<file path="src/rtl/control_pc.sv">
// control_pc: program-counter sequencer for the single-cycle core.
// Fetches over req/ack, holds one execute window, then picks the next PC.
module control_pc #(
  parameter int             W        = 32,
  parameter logic [W-1:0]   RESET_PC = '0
) (
  input  logic         clk,
  input  logic         rst,
  output logic         imem_req,
  output logic [W-1:0] imem_addr,
  input  logic         imem_ack,
  input  logic [W-1:0] imem_rdata,
  output logic [W-1:0] instruccion,
  output logic         instr_valid,
  input  logic         salto,
  input  logic         es_jal,
  input  logic         es_jalr,
  input  logic [W-1:0] destino,
  input  logic         stall,
  output logic [W-1:0] pc,
  output logic [W-1:0] pc_mas4,
  output logic         halt,
  output logic         error,
  output logic [W-1:0] retiradas
);

  localparam logic [6:0] OP_SYSTEM = 7'b1110011;
  localparam logic [6:0] OP_BRANCH = 7'b1100011;

  typedef enum logic [1:0] {
    FETCH,
    EXEC,
    HALT
  } state_t;

  state_t       state;
  state_t       state_d;
  logic [W-1:0] pc_d;
  logic [W-1:0] instr_d;
  logic [W-1:0] ret_d;
  logic         halt_d;
  logic         error_d;

  logic         es_sys;
  logic         es_branch;
  logic [W-1:0] target;
  logic         misaligned;

  assign pc_mas4     = pc + W'(4);
  assign imem_addr   = pc;
  assign imem_req    = (state == FETCH);
  assign instr_valid = (state == EXEC);

  assign es_sys    = (instruccion[6:0] == OP_SYSTEM) &&
                     (instruccion[14:12] == 3'b000);
  assign es_branch = (instruccion[6:0] == OP_BRANCH);

  // Jump kinds in priority order; salto only counts for real branches
  always_comb begin
    target = pc_mas4;
    if (es_jalr) begin
      target = {destino[W-1:1], 1'b0};
    end else if (es_jal) begin
      target = destino;
    end else if (salto && es_branch) begin
      target = destino;
    end
  end

  assign misaligned = |target[1:0];

  always_comb begin
    state_d = state;
    pc_d    = pc;
    instr_d = instruccion;
    ret_d   = retiradas;
    halt_d  = halt;
    error_d = error;
    unique case (state)
      FETCH: begin
        if (imem_ack) begin
          instr_d = imem_rdata;
          state_d = EXEC;
        end
      end
      EXEC: begin
        if (!stall) begin
          ret_d = retiradas + W'(1);
          if (es_sys) begin
            halt_d  = 1'b1;
            state_d = HALT;
          end else if (misaligned) begin
            halt_d  = 1'b1;
            error_d = 1'b1;
            state_d = HALT;
          end else begin
            pc_d    = target;
            state_d = FETCH;
          end
        end
      end
      HALT: begin
        state_d = HALT;
      end
      default: begin
        state_d = HALT;
      end
    endcase
  end

  always_ff @(posedge clk or posedge rst) begin
    if (rst) begin
      state       <= FETCH;
      pc          <= RESET_PC;
      instruccion <= '0;
      retiradas   <= '0;
      halt        <= 1'b0;
      error       <= 1'b0;
    end else begin
      state       <= state_d;
      pc          <= pc_d;
      instruccion <= instr_d;
      retiradas   <= ret_d;
      halt        <= halt_d;
      error       <= error_d;
    end
  end

endmodule

</file>
<file path="config.mk">
export PLATFORM = sky130hd
export DESIGN_NAME = control_pc
export DESIGN_NICKNAME = d
export VERILOG_FILES = /design/src/rtl/control_pc.sv
export SDC_FILE = /design/constraint.sdc
export NUM_CORES = 1
export LEC_CHECK = 0
export CORE_UTILIZATION = 35
export CTS_BUF_LIST = sky130_fd_sc_hd__clkbuf_16
export CTS_CLUSTER_DIAMETER = 200
export DETAILED_ROUTE_END_ITERATION = 16
export DONT_BUFFER_PORTS = 1
export PLACE_DENSITY = 0.54
export RECOVER_POWER = 100
export SYNTH_ARGS = -nofsm -noshare
export SYNTH_HDL_FRONTEND = slang
export SYNTH_SLANG_ARGS = --single-unit
export TNS_END_PERCENT = 100
</file>
<file path="constraint.sdc">
create_clock -name clk -period 9.7 [get_ports clk]
set_input_delay 1.455 -clock clk [delete_from_list [all_inputs] [get_ports clk]]
set_output_delay 1.455 -clock clk [all_outputs]
set_load 0.01 [all_outputs]
</file>
==> flow_summary.json, run 1 <==
{
  "critPathLaunchType": "input pin",
  "cts_num_sinks": 100,
  "yosys_most_used_dff": "dfrtp_1",
  "drt_iter0_markers": 139,
  "vias": 3786,
  "path_clk_slew_ns": 0.07,
  "cp_max_fo": 57,
  "cts_root_buf": "clkbuf_16",
  "ys_warn_count": 0,
  "wirelength_mm": 13.37,
  "grt-ovfl-total": 0,
  "drc_errors": 0,
  "fill_cells": 1544,
  "cts_resized": 0,
  "cts_hold_buf": 0,
  "yosysMostFrequentCell": "dfrtp_1",
  "synth_seq_area_share_pct": 45.25,
  "fp.coreArea_um2": 15310,
  "tightest_slew_ns": 3.154,
  "finalCritPeriodShare_pct": 66.61,
  "yosysTopAreaCell": "dfrtp_1",
  "hold_start": "state[1]$_DFFE_PP0P_",
  "viasPerCell": 5.543,
  "postCtsSetupRepairBufs": 0,
  "synth_enable_flop_cells": 0,
  "yosysUniqueCellTypes": 61,
  "yosys_register_bits": 100,
  "status": "finished, violations left",
  "worstHoldPathCells": 1,
  "arrival_ns": 6.72,
  "synth_common_cells": "dfrtp_1 (100), xnor2_1 (46), nand2_1 (41), buf_4 (36), mux2_2 (34)",
  "synth_top_cells_by_area": "dfrtp_1 (45%), xnor2_1 (7.3%), mux2_2 (6.9%)",
  "drt_pass1_iterations": 5,
  "drive_above_1_share_pct": 15.04,
  "hpwl_mm": 9.511,
  "rr_startpoint": "instruccion[2]$_DFFE_PP0P_",
  "grt_use_total_pct": 16.43,
  "die_width_um": 127.7,
  "synthArstFlopShare_pct": 100.0,
  "place.gp.congestion": 0.7563,
  "violations": "max-capacitance violations, max-slew violations",
  "synth_area_um2": 5530,
  "max-slew-margin-rel_pct": -110.3,
  "antenna_found_initial": 0,
  "synth_top_area_share_pct": 45.25,
  "floorplan.initialDensity_pct": 36.11,
  "worst_setup_path_end_kind": "flip-flop",
  "grt_max_degree": 63,
  "synth_nets": 582,
  "areaGrowthSynthToFinish_pct": 1.742,
  "ff2ff_path_depth": 6,
  "final.setup.worst_slack_ns": 3.239,
  "p_leak_nw": 2.189,
  "ff2ff_setup_slack_ns": 3.67,
  "clock_path_buffers": 2,
  "slew_violations": 272,
  "pre_cts_slack_ns": 5.796,
  "numCtsBuffers": 9,
  "critPathKind": "input pin to flip-flop",
  "fp.dieH_um": 127.7,
  "avgRoutedWirePerCell_um": 19.57,
  "finalSetupTns_ns": 0,
  "min_to": "state[1]$_DFFE_PP0P_",
  "final_nets": 540,
  "skew_ns": 0.008902,
  "synth_area_per_cell_um2": 10.87,
  "ios": 235,
  "rsz0062_at_grt": "no",
  "ir_worst_vdd_v": 0.0001461,
  "rows": 45,
  "clk_latency_ns": 0.35,
  "grt_first_pass_wirelength_mm": 20.86,
  "antenna_left": 0,
  "setup_viol": 0,
  "fmaxAchievable_ghz": 0.1548,
  "fp.dieArea_um2": 16310,
  "htreeDepth": 3,
  "grt_pass1_vias": 3867,
  "portBuffers": 0,
  "synthCells": 509,
  "final-hold-violation-count": 0,
  "hold_class": "flip-flop to flip-flop",
  "power_density_nw_per_um2": 277.2,
  "cts_tree": "built",
  "required_ns": 9.96,
  "diodes": 0,
  "r2r-end": "imem_addr[23]$_DFFE_PP0P_",
  "min_period_ns": 6.461,
  "maxCapViolations": 8
}
[registers in the layout, summed over array words and instances, names as in the netlist]
register	count
error	1
instruccion	32
imem_addr	32
retiradas	32
halt	1
state	2
[where the power goes]
group	internal (mW)	switching (mW)	total [mW]
Combinational	0.175	0.171	0.347
Sequential	0.555	0.310	0.865
Clock	0.178	0.170	0.348
Total	0.908	0.651	1.56
[cells in the final DEF (no fill, tap or decap), drive strengths merged, types with 14 or more instances in the layout]
master	count
mux2	34
xnor2	46
o21ai	19
nand4	18
nand3	21
a2bb2oi	14
nand2	41
o22ai	15
nor2	20
a211oi	15
dfrtp	100
[per-stage QoR]
step	cell area (um2)	hold WS [ns]	total power [mW]	util, %	instances
floorplan	5530	0.4932	1.211	-	509
finish	5627	0.5352	1.559	36.74	683
global route	5627	0.5591	1.657	36.74	683
CTS	5744	0.5518	1.591	37.51	683
detailed placement	5460	0.5324	1.238	35.65	667
global placement	5460	0.5308	1.223	35.65	667
[routing by layer]
metal / track usage (%) / wire length, um
met5: 0 / 0
met4: 6.644 / 237
met3: 3.464 / 743
met2: 28.70 / 6861
met1: 19.72 / 5525
[final cells by class]
class	count	area, um2	area share, %
inverter	6	23.77	0.4225
clock buffer	9	225.2	4.003
multi-input combinational	345	2530	44.96
sequential	100	2502	44.47
tap	211	264.0	4.692
timing repair buffer	5	22.52	0.4003
clock inverter	7	58.81	1.045
[critical path, stage by stage]
cell and delay (ns):
nor2_1 0.11, o21a_2 0.14, clkbuf_1 1.95, mux2i_1 2.13, nor2_2 0.59, a2bb2oi_1 0.31
[logic make-up after synthesis]
family / Yosys count / synth area share [%]
AOI/OAI and AO/OA: 93 / 12.58
muxes: 41 / 8.416
DFF: 100 / 45.25
xor gates and xnor gates: 59 / 9.344
adders and majority gates: 2 / 0.4524
and+or+nand+nor: 150 / 16.61
buffers and inverters: 64 / 7.353
[worst max-delay path by stage]
stage,slack [ns],to,startpoint,cells past startpoint
after floorplan,5.63,error$_DFFE_PP0P_,rst,1
after global placement,5.88,imem_addr[20]$_DFFE_PP0P_,es_jal,6
after detailed placement,5.80,imem_addr[24]$_DFFE_PP0P_,es_jal,6
after CTS,5.42,pc_mas4[29],imem_addr[4]$_DFFE_PP0P_,4
after global routing,2.81,imem_addr[19]$_DFFE_PP0P_,es_jal,6
final,3.24,imem_addr[23]$_DFFE_PP0P_,es_jal,6
No activity file was read; power rests on OpenSTA's default activity.
==> run 2: changes to the inputs <==
Settings changed: PLACE_DENSITY 0.54 to 0.56.
Clock period 9.7 ns to 5.4 ns, I/O delays scaled along.
==> flow_summary.json, run 2 (same netlist as run 1, synthesis figures left out) <==
{
  "critPathLaunchType": "input pin",
  "setup_viol": 0,
  "finalNonFillerCells": 682,
  "utilization_pct": 36.94,
  "hold_start": "retiradas[31]$_DFFE_PP0P_",
  "ff2ff_setup_slack_ns": 1.29,
  "final.setup.worst_slack_ns": 1.286,
  "postCtsSetupRepairBufs": 0,
  "hold_class": "flip-flop to flip-flop",
  "met1_length_mm": 5.382,
  "cts_resized": 0,
  "cp_max_fo": 35,
  "p_leak_nw": 2.226,
  "cts_num_sinks": 100,
  "grt-ovfl-total": 0,
  "drc_errors": 0,
  "rows": 45,
  "r2r-end": "imem_addr[22]$_DFFE_PP0P_",
  "viasPerCell": 5.526,
  "status": "finished, violations left",
  "layout_common_cells": "dfrtp_1 (100), xnor2_1 (46), nand2_1 (41)",
  "grt_first_pass_wirelength_mm": 20.88,
  "required_ns": 5.56,
  "final-hold-violation-count": 0,
  "worstHoldPathCells": 1,
  "fp.dieH_um": 127.7,
  "finalSetupTns_ns": 0,
  "critPathKind": "input pin to flip-flop",
  "grt_use_total_pct": 16.56,
  "die_width_um": 127.7,
  "drt_iter0_markers": 170,
  "ios": 235,
  "grt_max_degree": 58,
  "antenna_found_initial": 0,
  "path_clk_slew_ns": 0.07,
  "top_layer_used": "met4",
  "vias": 3769,
  "htreeDepth": 3,
  "cts_tree": "built",
  "dr_wl_met3_mm": 1.102,
  "rsz0062_at_grt": "no",
  "power_density_nw_per_um2": 502.7,
  "numCtsBuffers": 9,
  "violations": "max-capacitance violations, max-slew violations",
  "worst_setup_path_end_kind": "flip-flop",
  "drt_pass1_iterations": 4,
  "areaGrowthSynthToFinish_pct": 2.308,
  "wirelength_mm": 13.28,
  "ir_worst_vdd_v": 0.0002089,
  "arrival_ns": 4.27,
  "place.gp.congestion": 0.8222,
  "final_nets": 539,
  "hpwl_mm": 9.559,
  "slew_violations": 130,
  "fp.dieArea_um2": 16310,
  "maxCapViolations": 4,
  "drive_above_1_share_pct": 15.29,
  "max-slew-margin-rel_pct": -47.08,
  "final_common_cell": "dfrtp_1",
  "portBuffers": 0,
  "skew_ns": 0.007232,
  "tightest_slew_ns": 2.194,
  "pre_cts_slack_ns": 2.090,
  "grt_pass1_vias": 3712,
  "ff2ff_path_depth": 5,
  "cts_root_buf": "clkbuf_16",
  "avgRoutedWirePerCell_um": 19.48,
  "fp.coreArea_um2": 15310,
  "wl_met2_mm": 6.617,
  "antenna_left": 0,
  "clock_path_buffers": 2,
  "cts_hold_buf": 0,
  "diodes": 0,
  "total_power_mw": 2.845,
  "min_period_ns": 4.114,
  "rr_startpoint": "state[1]$_DFFE_PP0P_",
  "floorplan.initialDensity_pct": 36.11,
  "placed_cells": 666,
  "finalCritPeriodShare_pct": 76.18,
  "clk_latency_ns": 0.34,
  "fmaxAchievable_ghz": 0.2431,
  "fill_cells": 1575,
  "min_to": "retiradas[31]$_DFFE_PP0P_"
}
run 2: area by class of cell:
| type | count | area (um2) | share of cell area, % |
|---|---|---|---|
| Sequential cell | 100 | 2502 | 44.23 |
| Tap cell | 211 | 264.0 | 4.666 |
| Inverter | 6 | 23.77 | 0.4202 |
| Clock buffer | 9 | 225.2 | 3.981 |
| Timing Repair Buffer | 4 | 20.02 | 0.3538 |
| Clock inverter | 7 | 76.32 | 1.349 |
| Multi-Input combinational cell | 345 | 2546 | 45.00 |
run 2: how the worst max path moves through the flow:
stage                        startpoint                         to  slack, ns
3_3_place_gp                     es_jal  imem_addr[29]$_DFFE_PP0P_       2.21
3_5_place_dp                     es_jal  imem_addr[22]$_DFFE_PP0P_       2.09
4_1_cts        imem_addr[4]$_DFFE_PP0P_                pc_mas4[29]       1.81
6_report                          stall  imem_addr[22]$_DFFE_PP0P_       1.29
2_1_floorplan                       rst          error$_DFFE_PP0P_       1.97
5_1_grt        imem_addr[2]$_DFFE_PP0P_                pc_mas4[28]       0.99
run 2: metrics by stage:
stage	area, um2	hold WS (ns)
5_1_grt	5658	0.5643
6_report	5658	0.5452
2_1_floorplan	5530	0.4932
3_3_place_gp	5456	0.5252
4_1_cts	5758	0.4335
3_5_place_dp	5456	0.5337
run 2: report_power, final:
part,total [mW],switching (mW),internal [mW]
registers,1.56,0.562,0.997
logic,0.628,0.309,0.320
clock network,0.658,0.294,0.364
total,2.84,1.16,1.68
run 2: routing by layer:
| metal | global-route usage [%] | vias up |
|---|---|---|
| met1 | 21.16 | 1891 |
| met3 | 5.217 | 12 |
| met5 | 0 | - |
| li1 | - | 1710 |
| met2 | 26.74 | 156 |
| met4 | 5.260 | 0 |
run 2: critical path: stages:
cell and delay, ns:
nor3b_1 1.17, o31ai_4 0.15, clkbuf_1 0.72, nor2_1 1.23
a2bb2oi_1 0.16
==> run 3: changes to the inputs <==
Settings changed: PLACE_DENSITY 0.56 to 0.54.
Clock period 5.4 ns to 4.22 ns, I/O delays scaled along.
==> flow_summary.json, run 3 (same netlist as run 1, synthesis figures left out) <==
{
  "grt_max_degree": 65,
  "diodes": 0,
  "min_period_ns": 3.543,
  "cts_num_sinks": 100,
  "ir_worst_vdd_v": 0.0002748,
  "fin_area_um2": 5659,
  "clock_path_buffers": 2,
  "place_area_um2": 5468,
  "drive_above_1_share_pct": 15.64,
  "total_power_mw": 3.631,
  "cts_tree": "built",
  "maxCapViolations": 2,
  "drt_pass1_iterations": 4,
  "final-hold-violation-count": 0,
  "grt_pass1_vias": 3802,
  "setup_viol": 0,
  "p_leak_nw": 2.233,
  "power_density_nw_per_um2": 641.7,
  "antenna_left": 0,
  "violations": "max-capacitance violations, max-slew violations",
  "tightest_slew_ns": 2.991,
  "hpwl_mm": 9.439,
  "finalCritPeriodShare_pct": 83.97,
  "grt-ovfl-total": 0,
  "cts_hold_buf": 0,
  "hold_class": "input pin to flip-flop",
  "final.setup.worst_slack_ns": 0.6765,
  "critPathKind": "flip-flop to output port",
  "final_nets": 541,
  "endpoint": "pc_mas4[28]",
  "slew_violations": 93,
  "utilization_pct": 36.95,
  "drc_errors": 0,
  "fmaxAchievable_ghz": 0.2822,
  "cp.buffers_inverters": 0,
  "cp_max_fo": 8,
  "rows": 45,
  "worst_setup_path_end_kind": "output port",
  "rr_startpoint": "instruccion[13]$_DFFE_PP0P_",
  "skew_ns": 0.004098,
  "worstHoldPathCells": 1,
  "postCtsSetupRepairBufs": 0,
  "arrival_ns": 2.91,
  "areaGrowthSynthToFinish_pct": 2.330,
  "cpMaxStageDelayCell": "nor4_2",
  "avgRoutedWirePerCell_um": 19.50,
  "ios": 235,
  "antenna_found_initial": 0,
  "clk_latency_ns": 0.34,
  "pre_cts_slack_ns": 1.121,
  "holdWs_ns": 0.4017,
  "rsz0062_at_grt": "no",
  "required_ns": 3.59,
  "max-slew-margin-rel_pct": -100.5,
  "die_width_um": 127.7,
  "cp_slowest_stage_delay_ns": 0.84,
  "fp.dieH_um": 127.7,
  "viasPerCell": 5.548,
  "r2r-end": "imem_addr[30]$_DFFE_PP0P_",
  "grt_first_pass_wirelength_mm": 20.66,
  "final_common_cell": "dfrtp_1",
  "cp.depth": 5,
  "place.gp.congestion": 0.8239,
  "finalSetupTns_ns": 0,
  "placed_cells": 668,
  "path_clk_slew_ns": 0.07,
  "grt_use_total_pct": 16.26,
  "ff2ff_path_depth": 5,
  "critPathLaunchType": "flip-flop",
  "finalNonFillerCells": 684,
  "fp.coreArea_um2": 15310,
  "ff2ff_setup_slack_ns": 0.75,
  "portBuffers": 0,
  "vias": 3795,
  "htreeDepth": 3,
  "layout_common_cells": "dfrtp_1 (100), xnor2_1 (46), nand2_1 (41)",
  "worstPathCellList": "ha_1 > nand3_1 > nor4_2 > nand4_1 > xnor2_1",
  "fp.dieArea_um2": 16310,
  "floorplan.initialDensity_pct": 36.11,
  "drt_iter0_markers": 177,
  "critPathTopFamily": "simple AND/OR/NAND/NOR gates",
  "cts_resized": 0,
  "status": "finished, violations left",
  "wirelength_mm": 13.34,
  "numCtsBuffers": 9,
  "cp-startpoint": "imem_addr[2]$_DFFE_PP0P_",
  "cts_root_buf": "clkbuf_16"
}
[run 3: changes by cell type in the layout (fill, tap and decap cells not counted), moves of 2 or more]
cell	delta
a2bb2oi_2	-3
buf_4	+2
a2bb2oi_1	+3
nor2_2	+2
nor2_1	-3
[run 3: layer usage]
layer	track usage [%]	vias to the layer above	wire length, um
li1	-	1723	-
met1	19.85	1903	5517
met2	28.03	159	6767
met3	4.341	10	892
met4	4.983	0	162
met5	0	-	0
[run 3: worst min path at each step]
stage	startpoint	endpoint	slack, ns
floorplan	halt$_DFFE_PP0P_	halt$_DFFE_PP0P_	0.49
global placement	retiradas[31]$_DFFE_PP0P_	retiradas[31]$_DFFE_PP0P_	0.53
detailed placement	halt$_DFFE_PP0P_	halt$_DFFE_PP0P_	0.53
CTS	rst	retiradas[27]$_DFFE_PP0P_	0.37
global route	stall	state[0]$_DFFE_PP0P_	0.38
finish	stall	state[0]$_DFFE_PP0P_	0.40
[run 3: worst reg2reg max path, cell delays in order, from the launching register on]
cell and delay [ns]:
dfrtp_1 0.44, or4b_1 0.57, o31ai_1 1.02, buf_4 0.50, nand2b_1 0.58, o21ai_0 0.21
[run 3: final cells by class]
cell class | count | area, um2
clock buffer | 9 | 225.2
clock inverter | 7 | 82.58
fill | 1551 | 9656
inverter | 6 | 23.77
multi-input combinational | 345 | 2525
sequential | 100 | 2502
tap | 211 | 264.0
timing repair buffer | 6 | 36.28
[run 3: power breakdown]
group / leakage [nW] / internal [mW] / switching (mW)
clock network: 0.151 / 0.471 / 0.392
registers: 1.26 / 1.28 / 0.697
logic: 0.818 / 0.401 / 0.394
total: 2.23 / 2.15 / 1.48
